## src/rtl/uart_cmd_decoder_pkg.sv

```systemverilog
// Shared definitions for the UART command decoder: state codes, opcodes and response bytes.
package uart_cmd_decoder_pkg;

  localparam int unsigned BYTE_W       = 8;
  localparam int unsigned WORD_W       = 16;
  localparam int unsigned FRAME_ADDR_W = 24;
  localparam int unsigned ADDR_BYTES   = FRAME_ADDR_W / BYTE_W;
  localparam int unsigned DATA_BYTES   = WORD_W / BYTE_W;

  typedef enum logic [3:0] {
    ST_IDLE   = 4'd0,
    ST_ADDR   = 4'd1,
    ST_DATA   = 4'd2,
    ST_MEM    = 4'd3,
    ST_TX_HI  = 4'd4,
    ST_TX_LO  = 4'd5,
    ST_TX_RSP = 4'd6
  } state_t;

  localparam logic [BYTE_W-1:0] OPC_WRITE = 8'h57;
  localparam logic [BYTE_W-1:0] OPC_READ  = 8'h52;
  localparam logic [BYTE_W-1:0] RSP_OK    = 8'h4B;
  localparam logic [BYTE_W-1:0] RSP_ERR   = 8'h3F;
  localparam logic [BYTE_W-1:0] RSP_TMO   = 8'h54;

  function automatic logic is_opcode(input logic [BYTE_W-1:0] b);
    return (b == OPC_WRITE) || (b == OPC_READ);
  endfunction

endpackage

```

## src/rtl/uart_byte_shifter.sv

```systemverilog
// Collects N bytes MSB-first; done rises the cycle after the Nth byte and holds until clr.
module uart_byte_shifter
  import uart_cmd_decoder_pkg::*;
#(
  parameter int unsigned N = 2
) (
  input  logic                  clk,
  input  logic                  nreset,
  input  logic                  clr,
  input  logic                  shift_en,
  input  logic [BYTE_W-1:0]     byte_in,
  output logic [N*BYTE_W-1:0]   data,
  output logic                  done
);

  localparam int unsigned DATA_W = N * BYTE_W;
  localparam int unsigned CNT_W  = $clog2(N + 1);

  logic [CNT_W-1:0] cnt;

  always_ff @(posedge clk or negedge nreset) begin
    if (!nreset) begin
      cnt  <= '0;
      data <= '0;
      done <= 1'b0;
    end else if (clr) begin
      cnt  <= '0;
      data <= '0;
      done <= 1'b0;
    end else if (shift_en && !done) begin
      data <= {data[DATA_W-BYTE_W-1:0], byte_in};
      cnt  <= cnt + CNT_W'(1);
      if (cnt == CNT_W'(N - 1)) begin
        done <= 1'b1;
      end
    end
  end

endmodule

```

## src/rtl/uart_cmd_decoder.sv

```systemverilog
// UART command decoder: 'W' addr[3] data[2] -> write + 'K'; 'R' addr[3] -> read + 2 data bytes.
// Optional inter-byte timeout enabled with CMD_TIMEOUT_EN (responds 'T').
module uart_cmd_decoder
  import uart_cmd_decoder_pkg::*;
#(
  parameter int unsigned ADDR_W         = 24,
  parameter int unsigned TIMEOUT_CYCLES = 1330000
) (
  input  logic              clk,
  input  logic              nreset,
  input  logic [7:0]        rx_dat,
  input  logic              rx_stb,
  output logic              rx_ack,
  output logic [7:0]        tx_dat,
  output logic              tx_stb,
  input  logic              tx_ack,
  output logic              mem_req,
  output logic              mem_we,
  output logic [ADDR_W-1:0] mem_addr,
  output logic [15:0]       mem_wdata,
  input  logic              mem_done,
  input  logic [15:0]       mem_rdata,
  output logic [3:0]        status
);

  if (ADDR_W > FRAME_ADDR_W || ADDR_W == 0) begin : g_addr_w_range
    $error("ADDR_W must be in 1..24");
  end
  if (TIMEOUT_CYCLES < 2) begin : g_tmo_range
    $error("TIMEOUT_CYCLES must be at least 2");
  end

  state_t state, state_d;

  logic                      accept_c;
  logic                      tmo_hit_c;
  logic                      addr_shift_c, data_shift_c;
  logic                      addr_done, data_done;
  logic [FRAME_ADDR_W-1:0]   addr_data;
  logic [WORD_W-1:0]         data_data;
  logic                      clr_c;
  logic                      we_d;
  logic [ADDR_W-1:0]         addr_d;
  logic [WORD_W-1:0]         wdata_d;
  logic [BYTE_W-1:0]         tx_dat_d;
  logic [BYTE_W-1:0]         rdata_lo, rdata_lo_d;

  // A byte is consumed once per strobe, and only while collecting a frame.
  assign accept_c = rx_stb && !rx_ack &&
                    ((state == ST_IDLE) || (state == ST_ADDR) || (state == ST_DATA));
  assign clr_c    = (state == ST_IDLE);
  assign status   = 4'(state);

  uart_byte_shifter #(.N(ADDR_BYTES)) u_addr_shifter (
    .clk      (clk),
    .nreset   (nreset),
    .clr      (clr_c),
    .shift_en (addr_shift_c),
    .byte_in  (rx_dat),
    .data     (addr_data),
    .done     (addr_done)
  );

  uart_byte_shifter #(.N(DATA_BYTES)) u_data_shifter (
    .clk      (clk),
    .nreset   (nreset),
    .clr      (clr_c),
    .shift_en (data_shift_c),
    .byte_in  (rx_dat),
    .data     (data_data),
    .done     (data_done)
  );

`ifdef CMD_TIMEOUT_EN
  localparam int unsigned TMO_W = $clog2(TIMEOUT_CYCLES);

  logic [TMO_W-1:0] tmo_cnt;

  // Inter-byte timer: restarts on each accepted byte, runs only mid-frame.
  always_ff @(posedge clk or negedge nreset) begin
    if (!nreset) begin
      tmo_cnt <= '0;
    end else if ((state == ST_IDLE) || accept_c) begin
      tmo_cnt <= '0;
    end else if ((state == ST_ADDR) || (state == ST_DATA)) begin
      tmo_cnt <= tmo_cnt + TMO_W'(1);
    end
  end

  assign tmo_hit_c = ((state == ST_ADDR) || (state == ST_DATA)) &&
                     (tmo_cnt == TMO_W'(TIMEOUT_CYCLES - 1));
`else
  assign tmo_hit_c = 1'b0;
`endif

  // Next-state and next-output logic.
  always_comb begin
    state_d      = state;
    we_d         = mem_we;
    addr_d       = mem_addr;
    wdata_d      = mem_wdata;
    tx_dat_d     = tx_dat;
    rdata_lo_d   = rdata_lo;
    addr_shift_c = 1'b0;
    data_shift_c = 1'b0;

    case (state)
      ST_IDLE: begin
        if (accept_c) begin
          if (is_opcode(rx_dat)) begin
            state_d = ST_ADDR;
            we_d    = (rx_dat == OPC_WRITE);
          end else begin
            state_d  = ST_TX_RSP;
            tx_dat_d = RSP_ERR;
          end
        end
      end
      ST_ADDR: begin
        addr_shift_c = accept_c;
        if (addr_done) begin
          addr_d  = addr_data[ADDR_W-1:0];
          state_d = mem_we ? ST_DATA : ST_MEM;
        end
      end
      ST_DATA: begin
        data_shift_c = accept_c;
        if (data_done) begin
          wdata_d = data_data;
          state_d = ST_MEM;
        end
      end
      ST_MEM: begin
        if (mem_done) begin
          if (mem_we) begin
            state_d  = ST_TX_RSP;
            tx_dat_d = RSP_OK;
          end else begin
            state_d    = ST_TX_HI;
            tx_dat_d   = mem_rdata[15:8];
            rdata_lo_d = mem_rdata[7:0];
          end
        end
      end
      ST_TX_HI: begin
        if (tx_ack) begin
          state_d  = ST_TX_LO;
          tx_dat_d = rdata_lo;
        end
      end
      ST_TX_LO, ST_TX_RSP: begin
        if (tx_ack) begin
          state_d = ST_IDLE;
        end
      end
      default: state_d = ST_IDLE;
    endcase

    // Timeout abandons the partial frame without touching the memory-side registers.
    if (tmo_hit_c) begin
      state_d      = ST_TX_RSP;
      tx_dat_d     = RSP_TMO;
      addr_d       = mem_addr;
      wdata_d      = mem_wdata;
      addr_shift_c = 1'b0;
      data_shift_c = 1'b0;
    end
  end

  always_ff @(posedge clk or negedge nreset) begin
    if (!nreset) begin
      state     <= ST_IDLE;
      rx_ack    <= 1'b0;
      tx_dat    <= '0;
      tx_stb    <= 1'b0;
      mem_req   <= 1'b0;
      mem_we    <= 1'b0;
      mem_addr  <= '0;
      mem_wdata <= '0;
      rdata_lo  <= '0;
    end else begin
      state     <= state_d;
      rx_ack    <= accept_c;
      tx_dat    <= tx_dat_d;
      tx_stb    <= (state_d == ST_TX_HI) || (state_d == ST_TX_LO) || (state_d == ST_TX_RSP);
      mem_req   <= (state_d == ST_MEM);
      mem_we    <= we_d;
      mem_addr  <= addr_d;
      mem_wdata <= wdata_d;
      rdata_lo  <= rdata_lo_d;
    end
  end

endmodule

```

## config.mk

```make
export PLATFORM = sky130hd
export DESIGN_NAME = uart_cmd_decoder
export DESIGN_NICKNAME = d
export VERILOG_FILES = /design/src/rtl/uart_cmd_decoder_pkg.sv /design/src/rtl/uart_byte_shifter.sv /design/src/rtl/uart_cmd_decoder.sv
export SDC_FILE = /design/constraint.sdc
export NUM_CORES = 1
export LEC_CHECK = 0
export CAP_MARGIN = 20
export CORE_MARGIN = 1
export CORE_UTILIZATION = 45
export CTS_CLUSTER_DIAMETER = 150
export DETAILED_ROUTE_END_ITERATION = 7
export GPL_TIMING_DRIVEN = 0
export HOLD_SLACK_MARGIN = 0.12
export PLACE_DENSITY = 0.72
export SYNTH_ARGS = -nofsm -noshare
export SYNTH_HDL_FRONTEND = slang
export SYNTH_SLANG_ARGS = --single-unit
```

## constraint.sdc

```tcl
create_clock -name clk -period 2.3 [get_ports clk]
set_input_delay 0.46 -clock clk [delete_from_list [all_inputs] [get_ports clk]]
set_output_delay 0.46 -clock clk [all_outputs]
set_load 0.02 [all_outputs]
```

==> impl_metrics.py <==
metrics = {
    "cells_and_area": {
        "nNetsFinal": 532,
        "final_util_pct": 59.5,
        "final_cells": 639,
        "diodes": 0,
        "layout-drive-gt1-share_pct": 19.2,
        "synthToLayoutAreaGrowth_pct": 27.8,
    },
    "die": {
        "num_rows": 36,
        "dieArea_um2": 10600,
        "die_w_um": 103,
        "io_pins": 85,
        "die_h_um": 103,
        "core-area_um2": 9820,
        "initial_core_util_pct": 46.6,
    },
    "timing": {
        "finClkSkew_ns": 0.0196,
        "tns_ns": 0,
        "finalCritPeriodShare_pct": 97.6,
        "final.min_clock_period_ns": 2.24,
        "layout_setup_ws_ns": 0.0553,
        "setup_viol": 0,
        "hold_viol_final": 0,
        "max_slew_margin_pct": 56.2,
        "slew_viol_final": 0,
        "tightest_slew_ns": 0.658,
        "timing.fmax_ghz": 0.446,
    },
    "logic_synthesis": {
        "seq_area_frac_synth_pct": 60.2,
        "synth_flop_cell": "dfrtp_1",
        "syn_avg_cell_area_um2": 11.3,
        "synth_edf_count": 0,
        "synthesis.nets": 435,
        "synth_cell_types": 40,
        "ys_ff_latch": 110,
        "synthCells": 404,
        "async_reset_ff_share_pct": 100,
        "yosysWarnings": 0,
        "syn_area_um2": 4580,
    },
    "routing": {
        "vias_per_cell": 5.20,
        "wl_per_cell_um": 15.7,
        "vias": 3323,
        "postRouteAntennaNets": 0,
        "wirelength_um": 10000,
        "drtPass1Iterations": 6,
        "drt_iter0_drc": 85,
        "drc": 0,
    },
    "global_route": {
        "grt_use_total_pct": 20.8,
        "gr-total-overflow": 0,
        "grt_pass1_wl_um": 16700,
        "grt_max_degree": 62,
        "antenna_found_initial": 0,
        "grt_pass1_vias": 3346,
    },
    "min_path": {
        "hold_path_class": "in2async",
    },
    "place": {
        "gp_congestion": 0.816,
        "dpl_worst_slack_ns": -0.561,
        "dp_cells": 622,
        "io_buffers": 84,
        "hpwl_um": 7180,
    },
    "cts": {
        "clk_latency_ns": 0.37,
        "clock_path_buffers": 2,
        "cts-root-buf": "clkbuf_8",
        "cts_inserted_buffers": 9,
        "cts_hold_buf": 0,
        "clkTransAtPathRegs_ns": 0.11,
        "h-tree-depth": 3,
        "cts.sinks": 110,
        "cts_tree": "done",
    },
    "outcome": {
        "status": "finished clean",
    },
    "setup_path": {
        "setup.worst_path.start_class": "input port",
        "critical_path_class": "in2reg",
        "required_ns": 2.55,
        "endpoint_kind": "flop",
        "rr_worst_depth": 6,
        "crit_path_max_fanout": 8,
        "arrival_ns": 2.49,
    },
    "power": {
        "peakVddDrop_uv": 436,
        "finalPower_mw": 4.64,
        "p_leak_nw": 2.74,
        "p_per_area_nw_per_um2": 794,
    },
    "flow_run": {
        "cap_violations": 0,
    },
}
flip-flops by register name (all words and copies together), names as in the netlist:
name,flops
rdata_lo,8
tx_dat,8
u_data_shifter.cnt,2
u_addr_shifter.cnt,2
u_data_shifter.data,16
status,4
u_addr_shifter.data,24
u_data_shifter.done,1
rx_ack,1
tx_stb,1
mem_addr,24
mem_req,1
mem_wdata,16
mem_we,1
u_addr_shifter.done,1
layout by cell type, fill, tap and decap left out, types with 3 or more instances in the layout:
cell type        Yosys  final
clkbuf_1             5      5
nor2_1               7      6
nor3_1               3      3
a31oi_1              3      3
buf_2                8      8
or3_1                3      3
inv_1                5      5
clkdlybuf4s50_1      0     80
a21oi_1             21     21
nand2_1            101    101
mux2_2              56     56
buf_6                3      3
nand2b_1             4      4
dfrtp_1            110    110
clkbuf_8             0      9
o21ai_0             12     12
nand3_1             31     31
per-stage QoR:
| stage | hold slack [ns] | area [µm²] |
|---|---|---|
| floorplan | 0.164 | 4580 |
| global placement | 0.471 | 5580 |
| detailed placement | 0.474 | 5610 |
| CTS | 0.126 | 5830 |
| global route | 0.144 | 5850 |
| finish | 0.118 | 5850 |
final timing paths:
kind	startpoint	to	slack (ns)
max reg2reg	status[3]$_DFF_PN0_	tx_dat[1]$_DFFE_PN0P_	0.17
min in group clk	rx_dat[1]	u_data_shifter.data[1]$_DFFE_PN0P_	0.42
min reg2reg	u_data_shifter.data[4]$_DFFE_PN0P_	u_data_shifter.data[12]$_DFFE_PN0P_	0.49
min	nreset	mem_addr[16]$_DFFE_PN0P_	0.12
max in group asynchronous	nreset	status[2]$_DFF_PN0_	1.46
max	rx_dat[5]	tx_dat[1]$_DFFE_PN0P_	0.06
Yosys cell counts, types with 2 or more instances:
cell type	n	area share, %
inv_1	5	0.41
a31oi_1	3	0.41
buf_1	2	0.16
nand2_1	101	8.3
dfrtp_1	110	60
nand3_1	31	3.4
ha_1	2	0.55
or3_1	3	0.41
a21oi_1	21	2.3
nor2b_1	2	0.27
nand2b_1	4	0.55
buf_6	3	0.74
o21ai_0	12	1.3
xor2_1	2	0.38
nand4b_1	2	0.38
buf_2	8	0.88
nor2_1	7	0.57
o21ai_2	2	0.38
nor3_2	2	0.44
mux2_2	56	14
clkbuf_1	5	0.41
nor3_1	3	0.33
final cells by class:
type | count | area, µm²
clock inverters | 7 | 81.3
fillers | 853 | 3970
well taps | 133 | 166
flip-flops and latches | 110 | 2750
multi-input cells | 271 | 1730
clock buffers | 9 | 124
inverters | 5 | 18.8
plain buffers | 18 | 100
repair buffers | 86 | 873
cells by family after synthesis:
| logic type | share of synthesized area, % |
|---|---|
| other | 0.0820 |
| AND/OR/NAND/NOR | 16.6 |
| multiplexers | 13.8 |
| AO/OA/AOI/OAI | 5.88 |
| XOR/XNOR | 0.383 |
| flip-flops | 60.2 |
| adder cells (fa/ha/maj) | 0.547 |
| buffers and inverters | 2.60 |
per-layer routing:
| layer | vias to the layer above | GRT usage (%) | wire length, µm |
|---|---|---|---|
| met5 | - | 0 | 0 |
| met3 | 12 | 4.61 | 507 |
| met2 | 89 | 34.0 | 4980 |
| met1 | 1655 | 27.7 | 4410 |
| li1 | 1567 | - | - |
| met4 | 0 | 6.83 | 149 |
where the power goes:
| group | internal, mW | switching (mW) | total (mW) |
|---|---|---|---|
| clock | 0.519 | 0.690 | 1.21 |
| combinational | 0.473 | 0.659 | 1.13 |
| sequential | 2.14 | 0.161 | 2.30 |
| total | 3.13 | 1.51 | 4.64 |
critical path, stage by stage:
cell and delay, ns:
clkdlybuf4s50_1 0.48, or4bb_4 0.57, nor4b_4 0.31, a22oi_2 0.15
nand2_4 0.17, mux2_2 0.34
timing repair:
action / 4_1_cts / 5_1_grt
buffers inserted: 1 / 0
setup endpoints to repair: 8 / 19
resized for setup: 4 / 4
pin swaps: 2 / 2
Power figures use the tool's default switching activity.
